## src/rtl/irq_ctrl_pkg.sv

```systemverilog
// Shared types and helpers for the 68000 interrupt controller.
package irq_ctrl_pkg;

  localparam logic [2:0] FC_IACK = 3'b111;

  typedef logic [2:0] ipl_t;

  typedef enum logic {
    IACK_IDLE,
    IACK_SEEN
  } iack_state_t;

  typedef struct packed {
    logic       valid;
    logic [2:0] index;
    ipl_t       level;
  } prio_t;

  // Highest level wins; a strict compare keeps the lowest index on ties.
  // Level 0 can never beat the initial best, so disabled sources never win.
  function automatic prio_t prio_winner(input logic [7:0] pend, input logic [23:0] levels);
    prio_t w;
    w = '0;
    for (int i = 0; i < 8; i++) begin
      if (pend[i] && (levels[3*i+:3] > w.level)) begin
        w.valid = 1'b1;
        w.index = 3'(i);
        w.level = levels[3*i+:3];
      end
    end
    return w;
  endfunction

endpackage

```

## src/rtl/irq_src_sync.sv

```systemverilog
// One interrupt source: synchroniser chain, polarity fix-up, rising-edge detect.
module irq_src_sync #(
  parameter int SYNC_STAGES = 2,
  parameter bit FALLING     = 1'b0
) (
  input  logic clk,
  input  logic reset,
  input  logic src,
  output logic active,
  output logic rise
);

  logic synced;
  logic active_d;

  if (SYNC_STAGES == 0) begin : g_nosync
    assign synced = src;
  end else begin : g_sync
    logic [SYNC_STAGES-1:0] sync_q;
    // Shift the raw input through the chain; reset to the inactive raw level
    // so a falling-active source does not look asserted coming out of reset.
    always_ff @(posedge clk) begin
      if (reset) begin
        sync_q <= {SYNC_STAGES{FALLING}};
      end else begin
        sync_q[0] <= src;
        for (int k = 1; k < SYNC_STAGES; k++) sync_q[k] <= sync_q[k-1];
      end
    end
    assign synced = sync_q[SYNC_STAGES-1];
  end

  assign active = synced ^ FALLING;

  // Remember the previous active value for edge detection.
  always_ff @(posedge clk) begin
    if (reset) active_d <= 1'b0;
    else       active_d <= active;
  end

  assign rise = active & ~active_d;

endmodule

```

## src/rtl/m68k_irq_ctrl.sv

```systemverilog
// 68000 interrupt controller: latches sources, drives IPLn, autovectors IACK.
// Optional register file enabled by the macro M68K_IRQ_CTRL_REGS_EN.
// Handshake: the CPU bus has no valid/ready; an IACK cycle is valid while
// fc==FC_IACK with AS and LDS low, and ends when AS returns high.
module m68k_irq_ctrl
  import irq_ctrl_pkg::*;
#(
  parameter int                   NUM_SRC        = 4,
  parameter logic [NUM_SRC*3-1:0] SRC_LEVEL      = {3'd7, 3'd6, 3'd5, 3'd4},
  parameter logic [NUM_SRC-1:0]   SRC_LEVEL_MODE = '0,
  parameter logic [NUM_SRC-1:0]   SRC_FALLING    = '0,
  parameter int                   SYNC_STAGES    = 2
) (
  input  logic               clk,
  input  logic               reset,
  input  logic [NUM_SRC-1:0] src_in,
  input  logic [2:0]         cpu_fc,
  input  logic [2:0]         cpu_addr,
  input  logic               cpu_as_n,
  input  logic               cpu_lds_n,
  output ipl_t               ipl_n,
  output logic               vpa_n,
  output logic [NUM_SRC-1:0] pending,
  input  logic               reg_cs_n,
  input  logic               reg_rw,
  input  logic               reg_addr,
  input  logic [15:0]        reg_din,
  output logic [15:0]        reg_dout
);

  logic [NUM_SRC-1:0] active, rise, enabled, is_edge;
  logic [NUM_SRC-1:0] mask, w1c, clr, pending_nxt;
  logic               iack, iack_first;
  iack_state_t        iack_state, iack_state_nxt;
  prio_t              win;

  for (genvar i = 0; i < NUM_SRC; i++) begin : g_src
    irq_src_sync #(
      .SYNC_STAGES(SYNC_STAGES),
      .FALLING    (SRC_FALLING[i])
    ) u_sync (
      .clk   (clk),
      .reset (reset),
      .src   (src_in[i]),
      .active(active[i]),
      .rise  (rise[i])
    );
    assign enabled[i] = (SRC_LEVEL[3*i+:3] != 3'd0);
    assign is_edge[i] = enabled[i] & ~SRC_LEVEL_MODE[i];
  end

  assign iack  = (cpu_fc == FC_IACK) & ~cpu_as_n & ~cpu_lds_n;
  assign vpa_n = ~(iack & ~reset);

  // IACK tracking state register.
  always_ff @(posedge clk) begin
    if (reset) iack_state <= IACK_IDLE;
    else       iack_state <= iack_state_nxt;
  end

  // IACK next state; iack_first marks the single clk a clear may apply.
  always_comb begin
    iack_state_nxt = iack_state;
    iack_first     = 1'b0;
    case (iack_state)
      IACK_IDLE: if (iack) begin
        iack_first     = 1'b1;
        iack_state_nxt = IACK_SEEN;
      end
      IACK_SEEN: if (cpu_as_n) iack_state_nxt = IACK_IDLE;
      default:   iack_state_nxt = IACK_IDLE;
    endcase
  end

  // Pick the lowest-index pending edge source at the acknowledged level.
  always_comb begin
    clr = '0;
    if (iack_first) begin
      for (int i = NUM_SRC - 1; i >= 0; i--) begin
        if (pending[i] && is_edge[i] && (SRC_LEVEL[3*i+:3] == cpu_addr)) begin
          clr    = '0;
          clr[i] = 1'b1;
        end
      end
    end
  end

  // Next pending: level sources follow input, edge sources latch; set wins.
  always_comb begin
    pending_nxt = '0;
    for (int i = 0; i < NUM_SRC; i++) begin
      if (!enabled[i])           pending_nxt[i] = 1'b0;
      else if (SRC_LEVEL_MODE[i]) pending_nxt[i] = active[i];
      else pending_nxt[i] = (pending[i] & ~clr[i] & ~w1c[i]) | rise[i];
    end
  end

  assign win = prio_winner(8'(pending & mask), 24'(SRC_LEVEL));

  // Pending flags and registered IPL, one clk behind pending.
  always_ff @(posedge clk) begin
    if (reset) begin
      pending <= '0;
      ipl_n   <= 3'b111;
    end else begin
      pending <= pending_nxt;
      ipl_n   <= win.valid ? ~win.level : 3'b111;
    end
  end

  logic unused_win;
  assign unused_win = ^win.index;

`ifdef M68K_IRQ_CTRL_REGS_EN
  logic reg_wr;
  assign reg_wr = ~reg_cs_n & ~reg_rw;
  assign w1c    = (reg_wr && reg_addr) ? (reg_din[NUM_SRC-1:0] & is_edge) : '0;

  // Mask register, all sources enabled out of reset.
  always_ff @(posedge clk) begin
    if (reset)                 mask <= '1;
    else if (reg_wr && !reg_addr) mask <= reg_din[NUM_SRC-1:0];
  end

  // Combinational read port, zero when not selected for read.
  always_comb begin
    reg_dout = 16'd0;
    if (!reset && !reg_cs_n && reg_rw) reg_dout = reg_addr ? 16'(pending) : 16'(mask);
  end
`else
  assign mask     = '1;
  assign w1c      = '0;
  assign reg_dout = 16'd0;

  logic unused_regs;
  assign unused_regs = ^{reg_cs_n, reg_rw, reg_addr, reg_din};
`endif

endmodule

```

## config.mk

```make
export PLATFORM = sky130hd
export DESIGN_NAME = m68k_irq_ctrl
export DESIGN_NICKNAME = d
export VERILOG_FILES = /design/src/rtl/irq_ctrl_pkg.sv /design/src/rtl/irq_src_sync.sv /design/src/rtl/m68k_irq_ctrl.sv
export SDC_FILE = /design/constraint.sdc
export NUM_CORES = 1
export LEC_CHECK = 0
export CAP_MARGIN = 30
export CORE_MARGIN = 2
export CORE_UTILIZATION = 25
export DETAILED_ROUTE_END_ITERATION = 12
export GPL_TIMING_DRIVEN = 0
export HOLD_SLACK_MARGIN = 0.15
export SYNTH_ARGS = -nofsm -noshare
export SYNTH_HDL_FRONTEND = slang
export SYNTH_SLANG_ARGS = --single-unit
```

## constraint.sdc

```tcl
create_clock -name clk -period 2.4 [get_ports clk]
set_input_delay 0.36 -clock clk [delete_from_list [all_inputs] [get_ports clk]]
set_output_delay 0.36 -clock clk [all_outputs]
set_load 0.02 [all_outputs]
```

==> results.ini <==
[cts]
cts_max_level=1
cts_setup_buffers=0
cts_tree=built
cts_hold_buf=0
root_buffer=clkbuf_4
cts_made_buffers=3
clk_pin_slew_ps=110
clock_latency_ps=290
clock_sinks=20
clockBufferDepth=2
post_cts_resized=0

[pwr]
power_density_mw_per_mm2=647
ir_drop_v=0.000362
leakage_nw=0.503

[yosys]
ys_seq_area_share_pct=51.4
synthSimpleGateAreaFrac_pct=22.6
synth-xor-area-share_pct=0
synth_mux_area_share_pct=0
yosysWarnings=0
ys_ff_latch=20
ys_types=18
synth_compound_area_share_pct=8.99
netlist_area_sq_um=779
ys.flop_type=dfxtp_1
synthAdderAreaFrac_pct=0
syn_inst=78
synth.avg_cell_area_sq_um=9.99
synth_top_family_by_area=simple AND/OR/NAND/NOR gates
synth_edf_count=0
async_reset_ff_share_pct=0

[hold_path]
worstHoldPathCells=1
holdPathEnd=g_src[2].u_sync.g_sync.sync_q[1]$_SDFF_PP0_
hold_start=g_src[2].u_sync.g_sync.sync_q[0]$_SDFF_PP0_
hp-class=reg -> reg

[detailed_routing]
first_pass_iters=3
drcViolationCount=0
viasPerCell=3.77
route.antenna.remaining_nets=0
wl_per_cell_um=7.97
wl_um=1200
first_iter_violations=7
vias=570

[critical_path]
arrival_ps=1780
worstRegToRegCells=3
timing.critical_path.buf_inv=2
critPathMaxStageDelay_ps=540
crit_type=in -> out
cp-end-kind=primary output
reg2reg_slack_ps=1510
r2r-end=pending[2]$_SDFF_PP0_
required_ps=2040
rr_startpoint=iack_state$_SDFF_PP0_
cp-start-kind=input port
worst_path_most_repeated_cell=clkdlybuf4s50_1
critPathMaxFanout=6
crit_family=buffers and inverters
cp_slowest_cell=clkdlybuf4s50_1
path_cells=clkdlybuf4s50_1 -> nand3_2 -> nor3_4 -> nand2_1 -> clkdlybuf4s50_1

[finish]
drive_gt1_share_pct=19.5
area_growth_pct=46.2
final_common_cell=clkdlybuf4s50_1
fin_nets=152
antenna_cells=0
fin_util_pct=38.0
final_cell_mix=clkdlybuf4s50_1, dfxtp_1, nor2b_1, buf_4, conb_1
final.fill_count=308
final_cells=151

[floorplanning]
core_area_sq_mm=0.00300
initial_utilization_pct=26.0
die_w_um=59.8
fp.dieH_um=59.8
rows=20
io_pins=57
dieArea_sq_mm=0.00358

[timing]
setup_ws_ps=263
setup_viol=0
fin_crit_sh_pct=89.0
finalMaxSlewViolations=0
tns_ps=0
fin_skew_ps=1.55
rsz0062_at_grt=false
hold_viol=0
fmax_ghz=0.468
fin_crit_ps=2140

[global_routing]
grt_pass1_wl_um=1890
grt_overflow=0
grt_util_all_layers_pct=7.13
antenna_found_initial=0
grt_pass1_vias=477
grt_max_degree=13

[job]
cap_violations=0

[status]
status=finished, final reports clean

[placement]
dp_hpwl_um=1010
placed_cells=147
pre_cts_ws_ps=249
routabilityCongestion=0.746
port_buffers=21

worst max path at each step:
stage / startpoint / endpoint / slack (ps) / cells after the start
2_1_floorplan: cpu_fc[2] / vpa_n / 1240 / 3
5_1_grt: cpu_fc[2] / vpa_n / 220 / 5
4_1_cts: cpu_fc[1] / vpa_n / 250 / 5
6_report: cpu_fc[2] / vpa_n / 260 / 5
3_5_place_dp: cpu_fc[1] / vpa_n / 250 / 5
3_3_place_gp: cpu_fc[2] / vpa_n / 260 / 5
cell type report:
class	count	area (sq um)	share of cell area, %
inverter	1	3.75	0.329
buffer	17	125	11.0
tap	33	41.3	3.62
multi-input combinational	55	307	26.9
clock inverter	1	30.0	2.63
timing repair buffer	21	210	18.4
sequential	20	400	35.1
clock buffer	3	22.5	1.98
sequential cells by signal, summed over array words and instances, names as in the netlist:
name and count:
iack_state 1, pending 4, ipl_n 3, g_src.u_sync.g_sync.sync_q 8, g_src.u_sync.active_d 4
metrics by stage:
| stage | cell area [sq um] | total power [mW] | hold slack, ps |
|---|---|---|---|
| floorplan | 836 | 0.432 | 414 |
| global placement | 1090 | 0.473 | 417 |
| detailed placement | 1090 | 0.476 | 430 |
| CTS | 1140 | 0.743 | 456 |
| global route | 1140 | 0.774 | 469 |
| finish | 1140 | 0.738 | 450 |
power by group:
part | total, mW | switching, mW | internal (mW) | leakage (nW)
sequential | 0.354 | 0.00644 | 0.347 | 0.164
clock | 0.270 | 0.101 | 0.169 | 0.0279
combinational | 0.114 | 0.0545 | 0.0598 | 0.311
total | 0.738 | 0.162 | 0.576 | 0.503
logic make-up after synthesis:
| kind of cell | count (synthesis) |
|---|---|
| AND/OR/NAND/NOR | 27 |
| flip-flops | 20 |
| buffers and inverters | 18 |
| AO/OA/AOI/OAI | 12 |
| other | 1 |
Yosys cell counts, types with 2 or more instances:
library cell | instances | area share (%)
buf_4 | 16 | 15
nor2_1 | 2 | 0.96
dfxtp_1 | 20 | 51
nor2b_1 | 19 | 15
o21ai_0 | 6 | 3.9
a31oi_1 | 3 | 2.4
routing by layer:
layer / vias up / wire length, um / track usage, %
met3: 0 / 136 / 4.55
met1: 239 / 475 / 6.18
li1: 302 / - / -
met4: 0 / 0 / 0.952
met2: 29 / 591 / 13.8
met5: - / 0 / 0
(Power assumes the default switching activity.)
